$ cat config.mk
export PLATFORM = sky130hd
export DESIGN_NAME = operand_fetch_flat
export DESIGN_NICKNAME = d
export VERILOG_FILES = /design/src/rtl/operand_fetch_if.sv /design/src/rtl/operand_fetch.sv /design/src/flat_wrapper.sv
export SDC_FILE = /design/constraint.sdc
export NUM_CORES = 1
export LEC_CHECK = 0
export CORE_ASPECT_RATIO = 0.8
export CORE_MARGIN = 2
export CORE_UTILIZATION = 50
export CTS_BUF_LIST = sky130_fd_sc_hd__clkbuf_16
export DETAILED_ROUTE_END_ITERATION = 8
export PLACE_DENSITY = 0.68
export SYNTH_ARGS = -nofsm -noshare
export SYNTH_HDL_FRONTEND = slang
export SYNTH_SLANG_ARGS = --single-unit
$ cat constraint.sdc
create_clock -name clk -period 8.3 [get_ports clk]
set_clock_uncertainty 0.2 [all_clocks]
set_input_delay 1.66 -clock clk [delete_from_list [all_inputs] [get_ports clk]]
set_output_delay 1.66 -clock clk [all_outputs]
set_load 0.1 [all_outputs]
$ cat src/rtl/operand_fetch_if.sv
// Bundle between decode/writeback and the operand fetch stage, plus the
// registered operand bundle handed to execute.
interface operand_fetch_if #(
  parameter int word_size = 32
);
  logic                 in_valid;
  logic [3:0]           op_code;
  logic [3:0]           dest;
  logic [3:0]           op_reg1;
  logic                 imm_or_reg;
  logic [3:0]           op_reg2;
  logic [7:0]           sft_reg;
  logic [3:0]           sft_imm;
  logic [7:0]           imm;
  logic                 wb_en;
  logic [3:0]           wb_addr;
  logic [word_size-1:0] wb_data;
  logic                 ex_stall;
  logic                 ex_valid;
  logic [3:0]           ex_op_code;
  logic [3:0]           ex_dest;
  logic [word_size-1:0] ex_a;
  logic [word_size-1:0] ex_b;
  logic                 ex_shift_carry;

  modport master (
    output in_valid, op_code, dest, op_reg1, imm_or_reg, op_reg2, sft_reg,
           sft_imm, imm, wb_en, wb_addr, wb_data, ex_stall,
    input  ex_valid, ex_op_code, ex_dest, ex_a, ex_b, ex_shift_carry
  );

  modport slave (
    input  in_valid, op_code, dest, op_reg1, imm_or_reg, op_reg2, sft_reg,
           sft_imm, imm, wb_en, wb_addr, wb_data, ex_stall,
    output ex_valid, ex_op_code, ex_dest, ex_a, ex_b, ex_shift_carry
  );
endinterface

$ cat src/rtl/operand_fetch.sv
// Register-read stage: 16x32 register file with writeback bypass, barrel
// shifter / rotated immediate for operand B, and the execute pipeline register.
module operand_fetch #(
  parameter int word_size = 32,
  parameter int reg_count = 16
) (
  input logic            clk,
  input logic            rst,
  operand_fetch_if.slave bus
);

  logic [word_size-1:0] regs [reg_count];

  // Flop-based file: reset must load a distinct value into every entry.
  generate
    for (genvar gi = 0; gi < reg_count; gi++) begin : g_reg
      always_ff @(posedge clk) begin
        if (rst)
          regs[gi] <= word_size'(gi * 16);
        else if (bus.wb_en && bus.wb_addr == 4'(gi))
          regs[gi] <= bus.wb_data;
      end
    end
  endgenerate

  logic [word_size-1:0] a_val;
  logic [word_size-1:0] src;
  logic [word_size-1:0] imm_ext;
  logic [word_size-1:0] b_val;
  logic                 c_val;
  logic [4:0]           amt;
  logic [4:0]           rot;
  logic                 unused_sft_bit;

  assign unused_sft_bit = bus.sft_reg[0];

  always_comb begin
    a_val   = (bus.wb_en && bus.wb_addr == bus.op_reg1) ? bus.wb_data : regs[bus.op_reg1];
    src     = (bus.wb_en && bus.wb_addr == bus.op_reg2) ? bus.wb_data : regs[bus.op_reg2];
    imm_ext = {{(word_size-8){1'b0}}, bus.imm};
    amt     = bus.sft_reg[7:3];
    rot     = {bus.sft_imm, 1'b0};
    b_val   = src;
    c_val   = 1'b0;
    if (bus.imm_or_reg) begin
      b_val = (imm_ext >> rot) | (imm_ext << (6'd32 - {1'b0, rot}));
      c_val = (rot != 5'd0) & b_val[word_size-1];
    end else if (amt != 5'd0) begin
      // Carry indices wrap mod 32: -amt selects bit 32-amt for LSL.
      case (bus.sft_reg[2:1])
        2'b00: begin
          b_val = src << amt;
          c_val = src[5'd0 - amt];
        end
        2'b01: begin
          b_val = src >> amt;
          c_val = src[amt - 5'd1];
        end
        2'b10: begin
          b_val = $unsigned($signed(src) >>> amt);
          c_val = src[amt - 5'd1];
        end
        default: begin
          b_val = (src >> amt) | (src << (6'd32 - {1'b0, amt}));
          c_val = src[amt - 5'd1];
        end
      endcase
    end
  end

  logic                 ex_valid_reg;
  logic [3:0]           ex_op_code_reg;
  logic [3:0]           ex_dest_reg;
  logic [word_size-1:0] ex_a_reg;
  logic [word_size-1:0] ex_b_reg;
  logic                 ex_carry_reg;

  always_ff @(posedge clk) begin
    if (rst) begin
      ex_valid_reg   <= 1'b0;
      ex_op_code_reg <= '0;
      ex_dest_reg    <= '0;
      ex_a_reg       <= '0;
      ex_b_reg       <= '0;
      ex_carry_reg   <= 1'b0;
    end else if (!bus.ex_stall) begin
      ex_valid_reg   <= bus.in_valid;
      ex_op_code_reg <= bus.op_code;
      ex_dest_reg    <= bus.dest;
      ex_a_reg       <= a_val;
      ex_b_reg       <= b_val;
      ex_carry_reg   <= c_val;
    end
  end

  assign bus.ex_valid       = ex_valid_reg;
  assign bus.ex_op_code     = ex_op_code_reg;
  assign bus.ex_dest        = ex_dest_reg;
  assign bus.ex_a           = ex_a_reg;
  assign bus.ex_b           = ex_b_reg;
  assign bus.ex_shift_carry = ex_carry_reg;

endmodule

$ cat src/flat_wrapper.sv
// flat-port wrapper written by rule: the top's interface ports become plain ports
module operand_fetch_flat 
#(
  parameter int word_size = 32,
  parameter int reg_count = 16
)
  (clk, rst, bus_in_valid, bus_op_code, bus_dest, bus_op_reg1, bus_imm_or_reg, bus_op_reg2, bus_sft_reg, bus_sft_imm, bus_imm, bus_wb_en, bus_wb_addr, bus_wb_data, bus_ex_stall, bus_ex_valid, bus_ex_op_code, bus_ex_dest, bus_ex_a, bus_ex_b, bus_ex_shift_carry);
  operand_fetch_if #(.word_size(word_size)) bus_i ();
  input logic clk;
  input logic rst;
  input wire logic [$bits(bus_i.in_valid)-1:0] bus_in_valid;
  input wire logic [$bits(bus_i.op_code)-1:0] bus_op_code;
  input wire logic [$bits(bus_i.dest)-1:0] bus_dest;
  input wire logic [$bits(bus_i.op_reg1)-1:0] bus_op_reg1;
  input wire logic [$bits(bus_i.imm_or_reg)-1:0] bus_imm_or_reg;
  input wire logic [$bits(bus_i.op_reg2)-1:0] bus_op_reg2;
  input wire logic [$bits(bus_i.sft_reg)-1:0] bus_sft_reg;
  input wire logic [$bits(bus_i.sft_imm)-1:0] bus_sft_imm;
  input wire logic [$bits(bus_i.imm)-1:0] bus_imm;
  input wire logic [$bits(bus_i.wb_en)-1:0] bus_wb_en;
  input wire logic [$bits(bus_i.wb_addr)-1:0] bus_wb_addr;
  input wire logic [$bits(bus_i.wb_data)-1:0] bus_wb_data;
  input wire logic [$bits(bus_i.ex_stall)-1:0] bus_ex_stall;
  output wire logic [$bits(bus_i.ex_valid)-1:0] bus_ex_valid;
  output wire logic [$bits(bus_i.ex_op_code)-1:0] bus_ex_op_code;
  output wire logic [$bits(bus_i.ex_dest)-1:0] bus_ex_dest;
  output wire logic [$bits(bus_i.ex_a)-1:0] bus_ex_a;
  output wire logic [$bits(bus_i.ex_b)-1:0] bus_ex_b;
  output wire logic [$bits(bus_i.ex_shift_carry)-1:0] bus_ex_shift_carry;
  assign bus_i.in_valid = bus_in_valid;
  assign bus_i.op_code = bus_op_code;
  assign bus_i.dest = bus_dest;
  assign bus_i.op_reg1 = bus_op_reg1;
  assign bus_i.imm_or_reg = bus_imm_or_reg;
  assign bus_i.op_reg2 = bus_op_reg2;
  assign bus_i.sft_reg = bus_sft_reg;
  assign bus_i.sft_imm = bus_sft_imm;
  assign bus_i.imm = bus_imm;
  assign bus_i.wb_en = bus_wb_en;
  assign bus_i.wb_addr = bus_wb_addr;
  assign bus_i.wb_data = bus_wb_data;
  assign bus_i.ex_stall = bus_ex_stall;
  assign bus_ex_valid = bus_i.ex_valid;
  assign bus_ex_op_code = bus_i.ex_op_code;
  assign bus_ex_dest = bus_i.ex_dest;
  assign bus_ex_a = bus_i.ex_a;
  assign bus_ex_b = bus_i.ex_b;
  assign bus_ex_shift_carry = bus_i.ex_shift_carry;
  operand_fetch #(.word_size(word_size), .reg_count(reg_count)) u_core (.clk(clk), .rst(rst), .bus(bus_i));
endmodule
==> run summary, run 1 <==
==================================================================================
Status                                                                complete, no violations
Placed cell areas                                                       40,800 um2
Via count of the first global-routing pass                                  29,836
Power density over the cells                                            199 nW/um2
CP cell instances                                                     clkdlybuf4s50_1 > xnor2_1 > nand3_1 > or2_4 > buf_4 > mux2i_1 > mux4_2 > o21ai_0 > a22o_1 > a221oi_1 > a31oi_1
Critical Path Max Stage Delay                                              0.99 ns
Share of final-layout standard cells stronger than drive strength 1          22.6%
Post-synth top cells                                                  edfxtp_1 (512), and2_1 (397), mux4_2 (390)
Post-Synthesis Mean Instance Area                                         12.3 um2
Vias after detailed routing                                                 31,088
Total CTS buffers                                                               59
Initial antenna violation count                                                 27
Post-synthesis register bit count                                              586
Combinational share of power                                                 27.0%
TritonCTS clock tree                                                          done
Die Span X                                                                  312 um
Synthesized area                                                        38,000 um2
Unrepaired setup endpoints after global routing                                 no
Actual slew at the worst max-slew pin                                      1.25 ns
Cell types with the largest area share after synthesis                edfxtp_1 (40%), mux4_2 (23%), and2_1 (6.5%), dfxtp_1 (3.9%), mux2i_1 (3.7%)
Final cell count without fillers                                             4,166
Sum of net half-perimeters after detailed placement                         109 mm
Total overflow reported by the global router                                     0
Post-CTS Setup Inserts                                                           0
Total die area                                                          78,200 um2
Initial detailed-routing violation count                                     5,392
Maximum number of pins on one net before global-route repair                   102
Pwr Total                                                                  8.50 mW
Startpoint Class                                                        input port
Max Cap Violations                                                               0
Cell Count Post-Placement                                                    4,038
Cell count of the worst hold path                                                2
CTS clock-pin slew for the worst setup and hold paths                      0.07 ns
All-Layer GR Usage                                                           41.4%
Fill cell instance count of the final layout                                 6,157
CP Data Arrival Time                                                       6.99 ns
Hold violation count in the final report                                         0
Post-route ant nets                                                              0
Post-synthesis net count                                                     3,160
Standard cell with the maximum stage delay on the critical path       clkdlybuf4s50_1
Primary FF master, synth                                                  edfxtp_1
Biggest fanout along the worst timing path                                      54
Critical Path Stages                                                            11
Number of enable flip-flop cells after synthesis                               512
Fraction of post-synthesis cell area in the top cell type by area            40.5%
Clock tree buffer depth                                                          3
Largest register FFs                                                           512
Int Pwr                                                                    5.65 mW
Number of resized instances in the post-cts repair step                          0
Growth of design area from synthesis to finish                               12.6%
Dominant cell type by area after synthesis                                edfxtp_1
Sequential-to-total area share from yosys stat                               44.4%
Fin area                                                                42,700 um2
Final net count                                                              3,168
Asr flop ratio synth                                                            0%
Chip Height                                                                 250 um
Required time of the critical path                                         8.66 ns
Final critical-path share of the clock period                                79.8%
Fin. max-slew vios                                                               0
Cell variety after synth                                                        83
Drt via density                                                               7.46
Number of remaining DRC errors                                                   0
CP Buf/Inv Count                                                                 2
Initial Utilization                                                          50.4%
Length of the first detailed-routing pass in iterations                          6
CTS HTree Levels                                                                 2
Tmin final                                                                 6.63 ns
Quantity of I/O buffers inserted on ports                                      150
Row count                                                                       90
Setup Viol. Count Final                                                          0
Cells after Synth                                                            3,079
Area inside the core boundary                                           75,300 um2
Crit path max-delay family                                            buffers and inverters
Routed wire length per instance                                            39.2 um
Final Util                                                                   56.7%
Most common cell in the synthesized netlist                               edfxtp_1
Number of top-level pins                                                       152
Final TNS setup                                                               0 ns
Worst skew pair latency                                                    0.68 ns
Crit. End Element                                                        flip-flop
Clk Tree Root Cell                                                       clkbuf_16
Path type of the worst min-delay path                                      reg2reg
Global-route wire length before repair                                      227 mm
Worst-case headroom to the max-slew limit                                    15.9%
Final Wtd Congestion                                                          1.05
Leakage                                                                    14.5 nW
Share of total power consumed by net switching                               33.6%
Post-Route WL                                                               163 mm
Number of cell instances on the worst register-to-register path                 11
Net switching power                                                        2.86 mW
Clock net sink count                                                           586
Count of yosys warnings during synthesis                                         0
Maximum operating frequency                                                151 MHz
Number of hold-repair buffers added at the cts stage                             0
Worst Setup Path Type                                                       in2reg
Proportion of power drawn by the clock network                               31.9%
Highest ir drop seen on vdd                                             0.000180 V
Share of total power in sequential cells                                     41.1%
==================================================================================
[kinds of logic (layout without fill, tap and decap cells)]
kind of cell	after synthesis	after routing	synth area share, %
flip-flops	586	586	44.4
adder cells (fa/ha/maj)	3	3	0.0989
multiplexers	548	548	27.4
buffers and inverters	367	425	3.84
other	0	17	0
AO/OA/AOI/OAI	523	523	9.74
AND/OR/NAND/NOR	1037	1037	14.2
XOR/XNOR	15	15	0.346
[cells in the final DEF, fill, tap and decap left out, drive strengths merged, types with 7 or more instances in the layout]
| cell | n |
|---|---|
| o21ai | 47 |
| nor3 | 138 |
| xnor2 | 11 |
| a2111oi | 9 |
| buf | 146 |
| a22o | 15 |
| a32oi | 9 |
| or3 | 40 |
| clkinv | 36 |
| a221oi | 12 |
| mux2i | 140 |
| mux2 | 18 |
| nand2 | 177 |
| o31ai | 14 |
| edfxtp | 512 |
| clkdlybuf4s50 | 138 |
| nor4 | 7 |
| a221o | 11 |
| nand4 | 8 |
| o211ai | 18 |
| a311oi | 10 |
| nand2b | 19 |
| or2 | 11 |
| nand3 | 35 |
| mux4 | 390 |
| nor2 | 181 |
| and2 | 399 |
| a22oi | 84 |
| dfxtp | 74 |
| a21oi | 117 |
| a21o | 16 |
| o221ai | 13 |
| diode | 17 |
| o21a | 12 |
| clkbuf | 62 |
| a211oi | 29 |
| a211o | 9 |
| o22ai | 11 |
| a31oi | 28 |
| inv | 33 |
[per-stage QoR]
stage                     hold WS [ns]  worst slack [ns]
after global placement           0.272              1.39
after CTS                        0.291              1.98
after global routing             0.333              1.57
after detailed placement         0.277              1.30
final                            0.289              1.67
after floorplan                  0.725              2.52
[layer usage]
layer	up-vias	global-route usage [%]	wire length, um
li1	12123	-	-
met1	15868	59.1	63000
met2	2720	56.3	67300
met3	373	16.5	26100
met4	4	16.1	6740
met5	-	0	24
[layout make-up]
type	count	area [um2]	area share (%)
tap	1012	1270	2.96
timing repair buffer	286	2540	5.95
clock buffer	60	1500	3.51
sequential	586	16900	39.4
multi-input combinational	2126	20000	46.8
antenna	17	42.5	0.0995
clock inverter	51	414	0.969
inverter	28	105	0.246
[power groups by stage]
stage	registers [mW]	logic, mW	clock network (mW)
finish	3.49	2.30	2.71
CTS	3.49	2.21	2.72
floorplan	3.73	1.17	0
global placement	3.53	2.20	0
detailed placement	3.55	2.20	0
global route	3.51	2.33	2.82
[worst register-to-register path, delay by kind of cell (launching register included)]
kind	cells	cell delay [ns]
buffers and inverters	2	0.43
multiplexers	3	1.44
flip-flops	1	0.40
AO/OA/AOI/OAI	5	1.21
AND/OR/NAND/NOR	1	0.33
[path summary, 6_finish.rpt]
| kind | from | slack (ns) | end |
|---|---|---|---|
| worst min register to register | u_core.bus.ex_b[0] | 0.29 | u_core.bus.ex_b[0] |
| worst max register to register | u_core.regs[11][10] | 4.14 | u_core.bus.ex_b[26] |
| worst max-delay path | bus_wb_addr[3] | 1.67 | u_core.bus.ex_b[27] |
| worst min-delay path | u_core.bus.ex_b[0] | 0.29 | u_core.bus.ex_b[0] |
Power figures use the tool's default switching activity.
==> inputs of run 2 (changes only) <==
- PLACE_DENSITY: 0.68 -> 0.7
- clock period: 8.3 -> 5.9 ns (I/O delays scaled with it)
==> run 2 against run 1 <==
  * Core utilization rose by 1.3 points
  * Via count grew 2.2%
  * Largest power group unchanged
  * Critical path depth unchanged
  * Register-to-register slack got worse by 2.4 ns
  * Sequential power is 41% higher
  * Largest cell class unchanged
  * Setup slack worse by 0.94 ns
  * Total power grew 45%
==> run summary, run 2 (synthesized netlist as in run 1, its figures left out) <==
==================================================================================
Final net count                                                              3,275   was 3,168
Initial antenna violation count                                                 27   unchanged
Largest register FFs                                                           512   unchanged
Final TNS setup                                                               0 ns   unchanged
Leading cell types in the layout, fill and taps excluded              edfxtp_1 (512), and2_1 (397), mux4_2 (390), buf_4 (230), nand2_1 (177)   was edfxtp_1 (512), and2_1 (397), mux4_2 (390), nand2_1 (177), nor2_1 (161)
Die Span X                                                                  312 um   unchanged
Biggest fanout along the worst timing path                                      17   was 54
Actual slew at the worst max-slew pin                                      1.36 ns   was 1.25 ns
Clk Tree Root Cell                                                       clkbuf_16   unchanged
Chip Height                                                                 250 um   unchanged
Number of resized instances in the post-cts repair step                          0   unchanged
Path type of the worst min-delay path                                      reg2reg   unchanged
Maximum operating frequency                                                194 MHz
Crit. End Element                                                        flip-flop   unchanged
Post-route ant nets                                                              0   unchanged
Required time of the critical path                                         6.23 ns   was 8.66 ns
Global-route wire length before repair                                      235 mm   was 227 mm
Sum of net half-perimeters after detailed placement                         117 mm   was 109 mm
Share of final-layout standard cells stronger than drive strength 1          25.2%   was 22.6%
Initial detailed-routing violation count                                     6,151   was 5,392
Setup Viol. Count Final                                                          0   unchanged
Number of top-level pins                                                       152   unchanged
Length of the first detailed-routing pass in iterations                          6   unchanged
Fin. max-slew vios                                                               0   unchanged
Worst skew pair latency                                                    0.68 ns   about the same
Final critical-path share of the clock period                                87.5%
Max Cap Violations                                                               0   unchanged
CTS HTree Levels                                                                 2   unchanged
Drt via density                                                               7.43   was 7.46
Maximum number of pins on one net before global-route repair                    67   was 102
Via count of the first global-routing pass                                  30,388   was 29,836
Area inside the core boundary                                           75,300 um2   unchanged
Number of hold-repair buffers added at the cts stage                             0   unchanged
CP Data Arrival Time                                                       5.50 ns   was 6.99 ns
Clock tree buffer depth                                                          3   unchanged
Critical Path Max Stage Delay                                              0.93 ns   was 0.99 ns
CTS clock-pin slew for the worst setup and hold paths                      0.07 ns   about the same
Unrepaired setup endpoints after global routing                                 no   unchanged
CP cell instances                                                     clkdlybuf4s50_1 > and2_2 > buf_12 > a22oi_1 > nand2_1 > a21oi_1 > mux2_2 > a222oi_1 > a211o_1 > a32oi_1 > a31oi_1   was clkdlybuf4s50_1 > xnor2_1 > nand3_1 > or2_4 > buf_4 > mux2i_1 > mux4_2 > o21ai_0 > a22o_1 > a221oi_1 > a31oi_1
Worst-case hold slack                                                     0.288 ns   was 0.289 ns
Number of remaining DRC errors                                                   0   unchanged
Row count                                                                       90   unchanged
Quantity of I/O buffers inserted on ports                                      150   unchanged
Routed wire length per instance                                            39.5 um   was 39.2 um
Post-CTS Setup Inserts                                                           0   unchanged
Power density over the cells                                            282 nW/um2   was 199 nW/um2
Highest ir drop seen on vdd                                             0.000301 V   was 0.000180 V
Post-Route WL                                                               169 mm   was 163 mm
All-Layer GR Usage                                                           42.9%   was 41.4%
Cell count of the worst hold path                                                2   unchanged
Growth of design area from synthesis to finish                               15.2%   was 12.6%
Hold violation count in the final report                                         0   unchanged
Total CTS buffers                                                               59   unchanged
Total overflow reported by the global router                                     0   unchanged
Vias after detailed routing                                                 31,777   was 31,088
Number of cell instances on the worst register-to-register path                  9   was 11
Commonest non-fill, non-tap cell in the layout                            edfxtp_1   unchanged
Clock net sink count                                                           586   unchanged
Worst reg-to-reg setup slack                                               1.71 ns   was 4.14 ns
Initial Utilization                                                          50.4%   unchanged
Tmin final                                                                 5.16 ns
Fill cell instance count of the final layout                                 6,015   was 6,157
Standard cell with the maximum stage delay on the critical path            a21oi_1   was clkdlybuf4s50_1
Final Wtd Congestion                                                          1.05   about the same
Worst Setup Path Type                                                       in2reg   unchanged
TritonCTS clock tree                                                          done   unchanged
Status                                                                complete, no violations   unchanged
Startpoint Class                                                        input port   unchanged
Pwr Total                                                                  12.3 mW   was 8.50 mW
Leakage                                                                    15.1 nW   was 14.5 nW
Worst-case headroom to the max-slew limit                                    9.31%   was 15.9%
Total die area                                                          78,200 um2   unchanged
==================================================================================
[run 2: worst max-delay path, delay by kind of cell]
kind            cells  cell delay (ns)
simple gates        2             0.73
compound gates      6             2.36
mux                 1             0.31
buf+inv             2             0.86
[run 2: layout make-up]
type	instances	area, um2	share of cell area (%)
clock buffer	60	1500	3.43
sequential	586	16900	38.5
timing repair buffer	393	3500	8.00
antenna	21	52.6	0.120
inverter	28	105	0.240
tap	1012	1270	2.90
multi-input combinational	2126	20000	45.7
clock inverter	51	482	1.10
[run 2: final timing paths]
check,to,start
setup / recovery,u_core.bus.ex_b[30],bus_op_reg2[3]
hold / removal,u_core.bus.ex_a[9],u_core.bus.ex_a[9]
setup reg to reg,u_core.bus.ex_b[30],u_core.regs[10][23]
hold reg to reg,u_core.bus.ex_a[9],u_core.bus.ex_a[9]
[run 2: metal layers]
| layer | vias to the layer above | routed length (um) | global-route usage (%) |
|---|---|---|---|
| li1 | 12351 | - | - |
| met1 | 16034 | 63400 | 60.5 |
| met2 | 2960 | 69100 | 57.7 |
| met3 | 426 | 29200 | 18.7 |
| met4 | 6 | 7080 | 17.2 |
| met5 | - | 48 | 0 |
[run 2: where the power goes]
part           switching (mW)  leakage, nW  internal [mW]
sequential              0.148         5.53           4.77
clock                    1.76         1.01           2.20
combinational            2.24         8.60           1.20
[run 2: stage by stage]
step | instances | instance area, um2 | util, % | worst slack [ns]
2_1_floorplan | 3079 | 38000 | - | 0.605
3_3_place_gp | 4145 | 41700 | 55.4 | 0.465
3_5_place_dp | 4145 | 41700 | 55.4 | 0.392
4_1_cts | 4256 | 43700 | 58.0 | 1.07
5_1_grt | 4269 | 43700 | 58.0 | 0.753
6_report | 4277 | 43700 | 58.1 | 0.735
